$ cat config.mk
export PLATFORM = sky130hd
export DESIGN_NAME = aurora_rx_fifo
export DESIGN_NICKNAME = d
export VERILOG_FILES = /design/src/rtl/aurora_rx_fifo_pkg.sv /design/src/rtl/aurora_rx_fifo_core.sv /design/src/rtl/aurora_rx_fifo.sv
export SDC_FILE = /design/constraint.sdc
export NUM_CORES = 1
export LEC_CHECK = 0
export BUFFER_PORTS_ARGS = -buffer_cell sky130_fd_sc_hd__buf_2
export CAP_MARGIN = 40
export CORE_MARGIN = 2
export CORE_UTILIZATION = 45
export DETAILED_ROUTE_END_ITERATION = 6
export PLACE_DENSITY = 0.63
export SLEW_MARGIN = 20
export SYNTH_ARGS = -nofsm -noshare
export SYNTH_HDL_FRONTEND = slang
export SYNTH_HIERARCHICAL = 1
export SYNTH_SLANG_ARGS = --single-unit
$ cat constraint.sdc
create_clock -name clk -period 8.64 [get_ports clk]
set_input_delay 0.864 -clock clk [delete_from_list [all_inputs] [get_ports clk]]
set_output_delay 0.864 -clock clk [all_outputs]
set_load 0.005 [all_outputs]
$ cat src/rtl/aurora_rx_fifo_pkg.sv
`default_nettype none
// ============================================================================
// Module      : aurora_rx_fifo_pkg
// Description : Shared helpers for the Aurora RX FIFO. This package holds the
//               pointer-width function and the entry packing order, which is
//               {tlast, tkeep, tdata} with tdata in the LSBs and tlast in the
//               MSB.
// Revision    : 1.0 - initial release
// ============================================================================
package aurora_rx_fifo_pkg;

  // Packing order inside one FIFO entry: tdata, then tkeep, then tlast.
  localparam int unsigned PACK_TDATA_LSB = 0;

  // Pointer width for a power-of-two depth (minimum of 1 bit).
  function automatic int unsigned ptr_w(input int unsigned depth);
    return (depth > 1) ? $clog2(depth) : 1;
  endfunction

  // The first tkeep bit sits directly above tdata.
  function automatic int unsigned tkeep_lsb(input int unsigned data_w);
    return PACK_TDATA_LSB + data_w;
  endfunction

  // tlast is the MSB of the entry.
  function automatic int unsigned tlast_bit(input int unsigned data_w,
                                            input int unsigned keep_w);
    return PACK_TDATA_LSB + data_w + keep_w;
  endfunction

endpackage
`default_nettype wire

$ cat src/rtl/aurora_rx_fifo_core.sv
`default_nettype none
// ============================================================================
// Module      : aurora_rx_fifo_core
// Description : Generic first-word-fall-through synchronous FIFO. The caller
//               must not request a write while the FIFO is full unless it
//               also requests a read in the same cycle. The caller must not
//               request a read while the FIFO is empty.
// Revision    : 1.0 - initial release
// ============================================================================
module aurora_rx_fifo_core
  import aurora_rx_fifo_pkg::*;
#(
  parameter int unsigned WIDTH = 10,
  parameter int unsigned DEPTH = 64,
  localparam int unsigned PTR_W = ptr_w(DEPTH),
  localparam int unsigned CNT_W = PTR_W + 1
) (
  input  logic             clk,
  input  logic             rst,       // synchronous, active-low
  input  logic             wr_en_i,
  input  logic             rd_en_i,
  input  logic [WIDTH-1:0] wdata_i,
  output logic [WIDTH-1:0] rdata_o,
  output logic [CNT_W-1:0] cnt_o,
  output logic             empty_o
);

  logic [WIDTH-1:0] mem_q [DEPTH];
  logic [PTR_W-1:0] wr_ptr_q;
  logic [PTR_W-1:0] rd_ptr_q;
  logic [CNT_W-1:0] cnt_q;
  logic [CNT_W-1:0] cnt_d;

  // Storage array: reset does not clear it because stale contents are never exposed.
  always_ff @(posedge clk) begin
    if (wr_en_i) begin
      mem_q[wr_ptr_q] <= wdata_i;
    end
  end

  // Next used-count from the write/read pair. A simultaneous write and read leaves it unchanged.
  always_comb begin
    cnt_d = cnt_q;
    unique case ({wr_en_i, rd_en_i})
      2'b10:   cnt_d = cnt_q + CNT_W'(1);
      2'b01:   cnt_d = cnt_q - CNT_W'(1);
      default: cnt_d = cnt_q;
    endcase
  end

  // Pointers wrap naturally at DEPTH; the count is kept one bit wider so that full is distinct from empty.
  always_ff @(posedge clk) begin
    if (!rst) begin
      wr_ptr_q <= '0;
      rd_ptr_q <= '0;
      cnt_q    <= '0;
    end else begin
      if (wr_en_i) wr_ptr_q <= wr_ptr_q + PTR_W'(1);
      if (rd_en_i) rd_ptr_q <= rd_ptr_q + PTR_W'(1);
      cnt_q <= cnt_d;
    end
  end

  assign rdata_o = mem_q[rd_ptr_q];
  assign cnt_o   = cnt_q;
  assign empty_o = (cnt_q == '0);

endmodule
`default_nettype wire

$ cat src/rtl/aurora_rx_fifo.sv
`default_nettype none
// ============================================================================
// Module      : aurora_rx_fifo
// Description : Receive FIFO that sits behind the Aurora RX user interface.
//               It accepts an AXI-Stream input without tready and presents a
//               full AXI-Stream FWFT output. It also provides low/high
//               watermark flags for NFC/UFC flow control.
//               Defining AURORA_RX_FIFO_OVERFLOW_EN adds a sticky
//               fifo_overflow output, which is set when a beat is dropped
//               because the FIFO is full.
// Revision    : 1.0 - initial release
// ============================================================================
module aurora_rx_fifo
  import aurora_rx_fifo_pkg::*;
#(
  parameter int unsigned DATA_W     = 8,
  parameter int unsigned KEEP_W     = DATA_W / 8,
  parameter int unsigned FIFO_DEPTH = 64,
  parameter int unsigned FIFO_LWM   = 32,
  parameter int unsigned FIFO_HWM   = 56
) (
  input  logic              clk,
  input  logic              rst,            // synchronous, active-low
  output logic              fifo_ready,
  output logic              fifo_below_lwm,
  output logic              fifo_above_hwm,
`ifdef AURORA_RX_FIFO_OVERFLOW_EN
  output logic              fifo_overflow,
`endif
  input  logic [DATA_W-1:0] i_tdata,
  input  logic [KEEP_W-1:0] i_tkeep,
  input  logic              i_tvalid,
  input  logic              i_tlast,
  output logic [DATA_W-1:0] o_tdata,
  output logic [KEEP_W-1:0] o_tkeep,
  output logic              o_tvalid,
  output logic              o_tlast,
  input  logic              o_tready
);

  localparam int unsigned ENT_W = DATA_W + KEEP_W + 1;
  localparam int unsigned CNT_W = ptr_w(FIFO_DEPTH) + 1;
  localparam logic [CNT_W-1:0] FULL_C = CNT_W'(FIFO_DEPTH);
  localparam logic [CNT_W-1:0] LWM_C  = CNT_W'(FIFO_LWM);
  localparam logic [CNT_W-1:0] HWM_C  = CNT_W'(FIFO_HWM);

  logic             fifo_ready_q;
  logic [ENT_W-1:0] wr_entry;
  logic [ENT_W-1:0] rd_entry;
  logic [CNT_W-1:0] cnt;
  logic             empty;
  logic             full;
  logic             wr_en;
  logic             rd_en;

  // The ready signal goes low during reset and rises at the first edge after reset is released.
  always_ff @(posedge clk) begin
    if (!rst) fifo_ready_q <= 1'b0;
    else      fifo_ready_q <= 1'b1;
  end

  // The read is decided first so that a full FIFO can still accept a write in the same cycle it drains one.
  assign full  = (cnt == FULL_C);
  assign rd_en = ~empty & o_tready;
  assign wr_en = i_tvalid & fifo_ready_q & (~full | rd_en);

  // Pack the input beat unchanged into {tlast, tkeep, tdata}.
  always_comb begin
    wr_entry = '0;
    wr_entry[PACK_TDATA_LSB +: DATA_W]       = i_tdata;
    wr_entry[tkeep_lsb(DATA_W) +: KEEP_W]    = i_tkeep;
    wr_entry[tlast_bit(DATA_W, KEEP_W)]      = i_tlast;
  end

  aurora_rx_fifo_core #(
    .WIDTH (ENT_W),
    .DEPTH (FIFO_DEPTH)
  ) u_core (
    .clk     (clk),
    .rst     (rst),
    .wr_en_i (wr_en),
    .rd_en_i (rd_en),
    .wdata_i (wr_entry),
    .rdata_o (rd_entry),
    .cnt_o   (cnt),
    .empty_o (empty)
  );

  assign o_tvalid = ~empty;
  assign o_tdata  = rd_entry[PACK_TDATA_LSB +: DATA_W];
  assign o_tkeep  = rd_entry[tkeep_lsb(DATA_W) +: KEEP_W];
  assign o_tlast  = rd_entry[tlast_bit(DATA_W, KEEP_W)];

  assign fifo_ready     = fifo_ready_q;
  assign fifo_below_lwm = (cnt < LWM_C);
  assign fifo_above_hwm = (cnt > HWM_C);

`ifdef AURORA_RX_FIFO_OVERFLOW_EN
  logic overflow_q;

  // Sticky drop indicator. Only drops caused by a full FIFO set it; reset is the only thing that clears it.
  always_ff @(posedge clk) begin
    if (!rst) begin
      overflow_q <= 1'b0;
    end else if (i_tvalid && fifo_ready_q && full && !rd_en) begin
      overflow_q <= 1'b1;
    end
  end

  assign fifo_overflow = overflow_q;
`endif

endmodule
`default_nettype wire

==> results by group, run 1 <==
CTS
  – Clock Path Buffers: 3
  – CTS Hold Bufs: 0
  – Worst skew pair latency: approximately 0.6 ns
  – CTS tree: done
  – H-tree levels: 3
  – Sink Count: between 600 and 700
  – Setup bufs post-CTS: 0
  – Post_cts resized: 0
  – Cts bufs inserted: 67
  – Clock transition at the registers of the reported paths: 0.06 ns
  – CTS root buffer: clkbuf_16

Finish
  – Final Non-Filler Cells: between 2,000 and 2,500
  – Layout cells sized above 1: between 20 and 30%
  – Area growth, synth to finish: 14.26%
  – Ant diodes: 0
  – Nets: between 1,000 and 1,500
  – Multi-input logic area: roughly 0.0059 mm²
  – Seq. cell area: around 0.020 mm²
  – Fillers: about 4,400

Detailed routing
  – DR pass1 iterations: 5
  – Routed Antenna Nets: 0
  – Residual DRC: 0
  – DR vias/cell: 5.845
  – DR WL/cell: 26.99 µm
  – Post-Route WL: a little under 60 mm
  – Vias: around 13,000
  – Initial DRC count: roughly 1,400

Place
  – GP Congestion: ~0.78
  – Placed instance count: between 2,000 and 2,500
  – Port buffer count: 27
  – DP HPWL: 36.01 mm

STA
  – Fin Setup TNS: 0 ns
  – Clock skew: roughly 0.023 ns
  – Final min period: 4.688 ns
  – Unrepaired setup endpoints after global routing: false
  – Final Hold Viols: 0
  – Final period utilization: between 50% and 60%
  – Measured slew at the worst slew-check pin: around 0.87 ns
  – Fmax: roughly 210 MHz
  – Relative slew slack: a little over two fifths
  – Setup Viol. Count Final: 0
  – Slew Limit Fails: 0

Worst setup path
  – RR Startpoint: u_core/cnt_o[3]
  – Crit-path cells: buf_16 -> buf_4 -> buf_12 -> or3_1 -> o22ai_1 -> a211oi_1 -> nand3_1 -> nand2_1 -> buf_2
  – R2R Path End: u_core/cnt_o[4]
  – Cell family contributing the most delay on the critical path: buffers and inverters
  – Crit Path Class: reg2out
  – Data required, critical path: 7.78 ns
  – CP startpoint kind: flip-flop
  – Worst path arrival time: 3.82 ns
  – CP endpoint kind: primary output
  – CP max FO: 30
  – Worst R2R Path Depth: 13
  – Worst Path Buf+Inv: 4
  – Crit-path max cell delay: 0.64 ns
  – R2r setup slk: 4.95 ns
  – Crit-path slowest cell: a211oi_1

Run status
  – Status: completed

Synth
  – Synth cell types: 49
  – Ys async rst share: 0%
  – Cell Area, Synth: 0.02599 mm²
  – Mean Syn Cell Area: roughly 21 µm²
  – Syn Inst Count: between 1,000 and 1,500
  – YS warnings: 6
  – Seq/Total Area, Yosys: about 76%
  – Post-synth EDFFs: 640
  – Prevailing post-synth register cell: edfxtp_1
  – Mapped Nets: 1,256
  – Post-synthesis register bit count: roughly 670

GRT
  – GR peak layer: met2
  – GR Overflow Total: 0
  – GR Layer Usage met2: approximately 31%
  – Total GRT Usage: between 20 and 25%
  – M1 GR Usage: between 20% and 30%
  – Initial antenna violation count: 4
  – Global-route wire length before repair: ~87 mm
  – Vias in the first global route: 12,930
  – Largest net degree at the start of global routing: approximately 110
  – Met3 usage: under 10%

Hold path
  – HP Class: in2reg
  – Hold worst-path end: fifo_ready
  – Worst Hold Depth: 1
  – Beginning of the worst hold path: rst

Power and ir drop
  – Peak VDD IR: around 0.00017 V
  – LEAKAGE: 9.139 nW
  – Pwr per Cell Area: 250.4 mW/mm²

Run
  – Maxcap violations: 0

Floorplanning
  – Die ar.: approximately 0.060 mm²
  – Initial Util: 45.30%
  – Ports: 28
  – Core Region: ~0.057 mm²
  – Die Span Y: about 240 µm
  – Die X: 244.3 µm
  – Cell Rows: 88
## routing by layer
metal | part of all wire, % | vias to the layer above | wire (µm)
met5 | 0.069 | - | 40
met4 | 2.6 | 6 | 1532
met3 | 8.2 | 102 | 4777
met2 | 48 | 487 | 27750
met1 | 42 | 6694 | 24280
li1 | - | 5353 | -
## placed cells by master (no fill, tap or decap), types with 18 or more instances in the layout
cell type | synthesis | final
nor3_1 | 18 | 18
nor2_1 | 88 | 83
mux4_2 | 176 | 176
edfxtp_1 | 640 | 640
nand2_1 | 36 | 36
buf_2 | 19 | 30
buf_4 | 14 | 56
dfxtp_1 | 26 | 22
mux2i_1 | 30 | 30
clkbuf_16 | 0 | 69
## per-stage QoR
stage / utilization (%) / area [µm²] / hold slack, ns / setup WS, ns / total power, W
2_1_floorplan: - / 25990 / 0.4591 / 5.107 / 0.004354
3_3_place_gp: 47.03 / 26980 / 0.5326 / 4.224 / 0.004610
3_5_place_dp: 47.97 / 27520 / 0.5423 / 4.545 / 0.004645
4_1_cts: 51.73 / 29670 / 0.4796 / 3.917 / 0.007509
5_1_grt: 51.76 / 29690 / 0.5032 / 3.715 / 0.007705
6_report: 51.76 / 29690 / 0.5113 / 3.952 / 0.007436
## state kept, by name (all words and copies together) (netlist names), named ones only
name and cells:
u_core/rd_ptr_q 6, u_core/cnt_o 7, u_core/mem_q 640, u_core/wr_ptr_q 6, fifo_ready 1
## worst register-to-register path, stage by stage (launching register included)
cell,delay (ns)
dfxtp_1,0.40
or4_1,0.56
nor4_1,0.26
nand2b_1,0.17
a31oi_1,0.14
inv_1,0.16
ha_1,0.49
xor2_1,0.19
ha_1,0.22
a21oi_1,0.10
o311ai_0,0.33
a22oi_1,0.13
or3_1,0.32
a21oi_1,0.14
## synthesized netlist by cell type (6+ instances only)
cell type  instances  area share (%)
dfxtp_1           26             2.0
o22ai_1           15            0.36
nor2b_1            6            0.14
nand2b_1          11            0.26
nor3_1            18            0.35
a21oi_1           14            0.27
xor2_1            10            0.34
a211oi_1           6            0.17
mux4_2           176              15
clkbuf_1          26            0.38
buf_2             19            0.37
edfxtp_1         640              74
buf_4             14            0.40
nand4_1            7            0.17
nor2_1            88             1.3
nand3_1           13            0.25
nand2_1           36            0.52
o21ai_0           11            0.21
mux2i_1           30             1.2
## power breakdown
group | switching, W | internal (W) | leakage (nW)
Combinational | 0.000483 | 0.000449 | 2.12
Sequential | 0.0000691 | 0.00357 | 5.97
Clock | 0.00116 | 0.00171 | 1.05
Total | 0.00172 | 0.00572 | 9.14
## kinds of logic (layout without fill, tap and decap cells)
kind of cell,Yosys count,after routing,synth area share [%]
xor+xnor,13,13,0.4381
compound gates,66,66,1.627
simple gates,205,205,3.741
buf+inv,73,234,1.464
mux,209,209,16.54
fa+ha+maj,5,5,0.2407
flops,666,666,75.95
## worst max path at each step
| stage | cells after the start | slack [ns] | endpoint |
|---|---|---|---|
| after detailed placement | 7 | 4.54 | o_tdata[6] |
| after floorplan | 15 | 5.11 | u_core/cnt_o[6] |
| final | 9 | 3.95 | o_tdata[4] |
| after global routing | 9 | 3.72 | o_tdata[7] |
| after global placement | 7 | 4.22 | o_tdata[7] |
| after CTS | 7 | 3.92 | o_tdata[6] |
## cell type report
| class | count | area share (%) |
|---|---|---|
| sequential | 666 | 66.53 |
| clock buffer | 83 | 6.026 |
| tap | 765 | 3.223 |
| multi-input combinational | 498 | 19.81 |
| timing repair buffer | 109 | 3.080 |
| inverter | 8 | 0.1011 |
| clock inverter | 34 | 1.235 |
No activity file was read; power rests on OpenSTA's default activity.
==> inputs of run 2 (changes only) <==
--- a/config.mk
+++ b/config.mk
@@ -10,7 +10,7 @@
 export CORE_MARGIN = 2
 export CORE_UTILIZATION = 45
 export DETAILED_ROUTE_END_ITERATION = 6
-export PLACE_DENSITY = 0.63
+export PLACE_DENSITY = 0.65
 export SLEW_MARGIN = 20
 export SYNTH_ARGS = -nofsm -noshare
 export SYNTH_HDL_FRONTEND = slang
==> constraint.sdc (replaced) <==
create_clock -name clk -period 4.2 [get_ports clk]
set_input_delay 0.42 -clock clk [delete_from_list [all_inputs] [get_ports clk]]
set_output_delay 0.42 -clock clk [all_outputs]
set_load 0.005 [all_outputs]
==> run 2 against run 1 <==
  * Setup slack got worse by 3.5 ns
  * Via count rose by 2.0%
  * Combinational power increased by 120%
  * Final area rose by 0.87%
  * Final cell count is 0.88% higher
  * Flip-flop and latch count stayed put
  * Hold slack got worse by 0.44 ns
  * Utilization is 0.45 points higher
  * Register-to-register slack got worse by 4.5 ns
  * Total power rose by 110%
==> results by group, run 2 (synthesis results as in run 1) <==
Power and ir drop
  – Sw Ratio: between 20% and 30%
  – Sw Pwr: between 0.003 and 0.004 W
  – Peak VDD IR: 0.0003690 V
  – Combinational power share: between 10% and 20%
  – LEAKAGE: 9.278 nW
  – Pwr per Cell Area: ~520 mW/mm²
  – Flop pwr share: 47.5%
  – Internal Power: between 0.01 and 0.015 W
  – Clk pwr share: between 30% and 40%

Worst setup path
  – CP endpoint kind: flip-flop
  – Crit-path cells: or4_1 -> nor4_1 -> nand2b_1 -> a31oi_1 -> inv_1 -> ha_1 -> xor2_1 -> ha_1 -> a21oi_1 -> o311ai_0 -> a22oi_1 -> or3_1 -> a21oi_1
  – CP max FO: 15
  – Cell family contributing the most delay on the critical path: simple AND/OR/NAND/NOR gates
  – Data required, critical path: around 4.7 ns
  – CP startpoint kind: flip-flop
  – Worst Path Buf+Inv: 1
  – Crit Path Class: reg2reg
  – Setup crit start: u_core/cnt_o[3]
  – Crit-path slowest cell: or4_1
  – RR Startpoint: u_core/cnt_o[3]
  – Crit-path max cell delay: about 0.55 ns
  – Worst path arrival time: 4.22 ns

Finish
  – Ant diodes: 0
  – Area growth, synth to finish: 15.25%
  – Max FFs per register: 640
  – Biggest register: u_core/mem_q
  – Most frequent cells in the layout: edfxtp_1, mux4_2, nor2_1
  – Final instance area: 0.02995 mm²
  – Commonest non-fill, non-tap cell in the layout: edfxtp_1
  – Nets: between 1,000 and 1,500
  – Layout cells sized above 1: between 20% and 30%

STA
  – Final period utilization: about nine tenths
  – Slew Limit Fails: 0
  – Fin Setup TNS: 0 ns
  – Unrepaired setup endpoints after global routing: false
  – Setup Viol. Count Final: 0
  – Final min period: 3.716 ns
  – Hold_ws: 0.06746 ns
  – Fmax: around 270 MHz
  – Final Hold Viols: 0
  – Measured slew at the worst slew-check pin: 0.8960 ns
  – Clock skew: 0.01668 ns
  – Relative slew slack: about two fifths

CTS
  – Setup bufs post-CTS: 0
  – Post_cts resized: 0
  – Clock Path Buffers: 3
  – CTS Hold Bufs: 0
  – Sink Count: approximately 670
  – CTS tree: done
  – Worst skew pair latency: about 0.60 ns
  – Clock transition at the registers of the reported paths: roughly 0.060 ns
  – H-tree levels: 3
  – Cts bufs inserted: 68
  – CTS root buffer: clkbuf_16

Place
  – GP Congestion: ~0.80
  – Port buffer count: 27
  – DP HPWL: around 36 mm
  – Placed inst area: 0.02761 mm²

GRT
  – Total GRT Usage: about 20%
  – Vias in the first global route: roughly 13,000
  – GR Overflow Total: 0
  – Initial antenna violation count: 1
  – Global-route wire length before repair: ~87 mm
  – Largest net degree at the start of global routing: 65

Detailed routing
  – Initial DRC count: 1,485
  – Vias: between 10,000 and 15,000
  – Residual DRC: 0
  – Post-Route WL: 58.40 mm
  – Metal2 WL: roughly 28 mm
  – M1 wire length: 25.33 mm
  – DR pass1 iterations: 7
  – DR top layer: met5
  – DR WL/cell: around 27 µm
  – Routed Antenna Nets: 0
  – Routed wl met3: ~4.1 mm
  – DR vias/cell: 5.912

Floorplanning
  – Ports: 28
  – Cell Rows: a little under 90
  – Die X: roughly 240 µm
  – Initial Util: ~45%
  – Core Region: ~0.057 mm²
  – Die ar.: 0.05969 mm²
  – Die Span Y: roughly 240 µm

Run status
  – Status: completed

Run
  – Maxcap violations: 0

Hold path
  – Beginning of the worst hold path: rst
  – HP Class: in2reg
## run 2: cell count changes in the layout (fill, tap and decap cells not counted), moves of 5 or more
cell,previous run,this run
buf_4,56,78
buf_6,15,6
buf_12,6,12
buf_2,30,25
clkbuf_1,13,8
nor2_1,83,88
nor2_2,5,0
## run 2: per-layer routing
layer / vias to the layer above / GRT usage (%)
li1: 5386 / -
met1: 6910 / 29.98
met2: 530 / 31.17
met3: 71 / 2.831
met4: 2 / 5.649
met5: - / 0
## run 2: cell type report
type                       instances  area (µm²)
fill                            4412       27410
sequential                       666       19750
inverter                           8       30.03
multi-input combinational        498        5869
clock inverter                    45       525.5
clock buffer                      78        1782
tap                              765       957.2
timing repair buffer             122        1033
## run 2: worst register-to-register path, cell delays in order, from the launching register on
cell and delay (ns):
dfxtp_1 0.40, or4_1 0.56, nor4_1 0.28, nand2b_1 0.17, a31oi_1 0.10, inv_1 0.12
ha_1 0.47, xor2_1 0.20, ha_1 0.23, a21oi_1 0.09, o311ai_0 0.36, a22oi_1 0.17
or3_1 0.34, a21oi_1 0.14
## run 2: power groups by stage
| stage | sequential [W] | clock, W | combinational (W) |
|---|---|---|---|
| 4_1_cts | 0.00746 | 0.00634 | 0.00203 |
| 2_1_floorplan | 0.00752 | 0 | 0.00144 |
| 5_1_grt | 0.00747 | 0.00661 | 0.00217 |
| 3_5_place_dp | 0.00760 | 0 | 0.00202 |
| 6_report | 0.00746 | 0.00623 | 0.00202 |
| 3_3_place_gp | 0.00760 | 0 | 0.00199 |
## run 2: path summary, 6_finish.rpt
check / cells past startpoint / slack [ns] / to
worst max-delay path: 13 / 0.48 / u_core/cnt_o[4]
worst min-delay path: 1 / 0.07 / fifo_ready
worst max register to register: 13 / 0.48 / u_core/cnt_o[4]
worst min register to register: 2 / 0.56 / u_core/cnt_o[5]
## run 2: metrics by stage
stage	util, %	total power (W)	setup WS, ns	instances
after floorplan	-	0.008957	0.6669	1237
after global placement	47.58	0.009584	0.6839	2024
after detailed placement	48.12	0.009621	0.5426	2055
after CTS	52.15	0.01583	0.4457	2178
after global routing	52.21	0.01624	0.1761	2182
final	52.21	0.01570	0.4836	2182
==> inputs of run 3 (changes only) <==
--- a/config.mk
+++ b/config.mk
@@ -5,12 +5,14 @@
 export SDC_FILE = /design/constraint.sdc
 export NUM_CORES = 1
 export LEC_CHECK = 0
+export ABC_AREA = 1
 export BUFFER_PORTS_ARGS = -buffer_cell sky130_fd_sc_hd__buf_2
 export CAP_MARGIN = 40
 export CORE_MARGIN = 2
 export CORE_UTILIZATION = 45
 export DETAILED_ROUTE_END_ITERATION = 6
 export PLACE_DENSITY = 0.65
+export RECOVER_POWER = 100
 export SLEW_MARGIN = 20
 export SYNTH_ARGS = -nofsm -noshare
 export SYNTH_HDL_FRONTEND = slang
==> run 3 against run 2 <==
  * The flow now finishes with violations (max-capacitance violations, max-slew violations)
  * Final area grew 1.5%
  * Flip-flop and latch count unchanged
  * Maximum frequency down 2.8%
  * Non-clock buffer count down 1
  * Critical path depth down 2
  * Register-to-register slack lost 0.09 ns
  * Hold slack improved by 0.21 ns
  * Setup slack lost 0.11 ns
  * Total power increased by 8.2%
  * Count of clock-buffer cells in the layout is 8 higher
  * Critical path type is now reg2out
  * Critical endpoint is now o_tdata[2]
  * Largest power group unchanged
  * Highest routed layer is now met4
==> results by group, run 3 <==
Synth
  – Synth cell types: 31
  – YS warnings: 6
  – Ys async rst share: 0%
  – Seq/Total Area, Yosys: approximately 72%
  – Post-synthesis register bit count: around 670
  – Commonest cells post-synth: nand2_1, edfxtp_1, nand3_1, nor2_1, buf_2
  – Synth top area cells: edfxtp_1, nand2_1, nand3_1
  – Most frequent cell after synthesis: nand2_1
  – Cell taking the most area after synthesis: edfxtp_1
  – Cell Area, Synth: about 0.028 mm²
  – Syn Inst Count: 2,415
  – Post-synth EDFFs: between 600 and 700
  – Synth top area share: 69.84%
  – Prevailing post-synth register cell: edfxtp_1
  – Mapped Nets: 2,434
  – Mean Syn Cell Area: 11.39 µm²

Finish
  – Most frequent cells in the layout: nand2_1, edfxtp_1, nand3_1
  – Final Non-Filler Cells: 3,303
  – Nets: between 2,000 and 2,500
  – Seq. cell area: ~0.020 mm²
  – Ant diodes: 0
  – Final Util: about half
  – Layout cells sized above 1: 5.910%
  – Max FFs per register: between 600 and 700
  – Area growth, synth to finish: 10.49%
  – Multi-input logic area: 0.006701 mm²
  – Commonest non-fill, non-tap cell in the layout: nand2_1
  – Fillers: roughly 5,300
  – Biggest register: u_core/mem_q

Hold path
  – Beginning of the worst hold path: i_tdata[6]
  – Worst Hold Depth: 1
  – HP Class: in2reg

Place
  – Port buffer count: 27
  – Placed instance count: approximately 3,200
  – Dpl ws: between 0.6 and 0.7 ns
  – GP Congestion: around 0.89
  – DP HPWL: 40.63 mm

Power and ir drop
  – Sw Pwr: roughly 0.0053 W
  – Pwr per Cell Area: about 560 mW/mm²
  – Total power: ~0.017 W
  – Internal Power: approximately 0.012 W
  – Combinational power share: between 20% and 30%
  – Peak VDD IR: 0.0004276 V
  – Sw Ratio: 31.15%
  – Clk pwr share: between 30% and 40%
  – LEAKAGE: 10.84 nW
  – Flop pwr share: a little over two fifths

GRT
  – Vias in the first global route: 17,540
  – Global-route wire length before repair: approximately 100 mm
  – Initial antenna violation count: 0
  – GR Overflow Total: 0
  – Largest net degree at the start of global routing: between 150 and 200
  – Total GRT Usage: roughly 22%

STA
  – Unrepaired setup endpoints after global routing: false
  – Final period utilization: 91.03%
  – Final worst setup slack: ~0.38 ns
  – Slew Limit Fails: 502
  – Clock skew: between 0.015 and 0.02 ns
  – Setup Viol. Count Final: 0
  – Final Hold Viols: 0
  – Fin Setup TNS: 0 ns
  – Relative slew slack: -128.0%
  – Final min period: about 3.8 ns
  – Fmax: between 200 and 300 MHz
  – Measured slew at the worst slew-check pin: about 3.4 ns

Detailed routing
  – Routed Antenna Nets: 0
  – Residual DRC: 0
  – DR vias/cell: 5.524
  – Initial DRC count: 2,082
  – Vias: roughly 18,000
  – DR pass1 iterations: 6
  – Post-Route WL: just under 70 mm
  – DR WL/cell: 20.88 µm

Floorplanning
  – Ports: 28
  – Cell Rows: 90
  – Die Span Y: between 200 and 300 µm
  – Initial Util: between 40% and 50%
  – Core Region: between 0.06 and 0.07 mm²
  – Die X: 251.3 µm
  – Die ar.: around 0.063 mm²

CTS
  – Post_cts resized: 0
  – Sink Count: around 670
  – H-tree levels: 3
  – CTS root buffer: clkbuf_16
  – Clock Path Buffers: 3
  – Clock transition at the registers of the reported paths: around 0.060 ns
  – Cts bufs inserted: between 60 and 70
  – CTS Hold Bufs: 0
  – Setup bufs post-CTS: 0
  – CTS tree: done
  – Worst skew pair latency: roughly 0.61 ns

Worst setup path
  – Worst R2R Path Depth: 13
  – Data required, critical path: roughly 3.8 ns
  – Crit-path cells: inv_6 -> buf_4 -> nand2_1 -> nand3_1 -> nand3_1 -> nand2_1 -> nand2_1 -> nand3_1 -> nand3_1 -> nand2_1 -> clkbuf_1
  – Worst path arrival time: around 3.4 ns
  – Critical Path Stages: 11
  – CP startpoint kind: flip-flop
  – Crit Path Class: reg2out
  – Worst Path Buf+Inv: 3
  – RR Startpoint: u_core/cnt_o[3]
  – Crit-path slowest cell: inv_6
  – CP endpoint kind: primary output
  – CP max FO: 105
  – Cell family contributing the most delay on the critical path: buffers and inverters
  – Crit-path max cell delay: slightly below 0.7 ns

Run status
  – Status: complete, but fails checks
  – Failing checks: max-capacitance violations, max-slew violations

Run
  – Maxcap violations: 13
run 3: changes by cell type in the layout (fill, tap and decap cells not counted), moves of 30 or more:
cell | previous run | this run
nand2_1 | 36 | 859
nand3_1 | 13 | 558
mux4_2 | 176 | 0
clkbuf_1 | 8 | 91
buf_4 | 78 | 9
inv_1 | 5 | 37
mux2i_1 | 30 | 0
run 3: stage by stage:
| stage | hold WS [ns] | instance area (µm²) |
|---|---|---|
| 6_report | 0.2750 | 30410 |
| 5_1_grt | 0.2864 | 30410 |
| 4_1_cts | 0.08947 | 30640 |
| 3_5_place_dp | 0.4974 | 28510 |
| 3_3_place_gp | 0.4948 | 28390 |
| 2_1_floorplan | 0.4477 | 27520 |
run 3: cell families after synthesis:
logic type,count (synthesis),share of synthesized area [%]
simple gates,1527,23.50
fa+ha+maj,5,0.2273
buf+inv,186,3.910
xor+xnor,3,0.09550
flops,666,71.73
compound gates,28,0.5365
run 3: worst register-to-register path, delay by kind of cell (launching register included):
family | cells | cell delay (ns)
and+or+nand+nor | 9 | 2.28
DFF | 1 | 0.41
buffers and inverters | 4 | 0.81
run 3: final timing paths:
kind	to	slack, ns
max	o_tdata[2]	0.38
min	u_core/mem_q[15][6]	0.27
max reg2reg	u_core/mem_q[14][5]	0.39
min reg2reg	flip-flop	0.52
run 3: layout make-up:
type,instances,share of cell area (%)
tap,782,3.218
inverter,44,0.5679
timing repair buffer,121,2.230
clock inverter,41,0.8683
clock buffer,86,6.127
sequential,666,64.95
multi-input combinational,1563,22.04
run 3: layer usage:
metal / up-vias / wire [µm] / track usage, %
li1: 8506 / - / -
met1: 8848 / 29140 / 30.55
met2: 742 / 31380 / 33.71
met3: 149 / 6121 / 5.218
met4: 0 / 2332 / 8.316
met5: - / 0 / 0
run 3: power groups by stage:
stage                     clock network [W]  logic, W  registers (W)
after global placement                    0   0.00369        0.00758
after CTS                           0.00587   0.00375        0.00744
after floorplan                           0   0.00273        0.00752
final                               0.00577   0.00376        0.00745
after global routing                0.00612   0.00419        0.00746
after detailed placement                  0   0.00374        0.00758
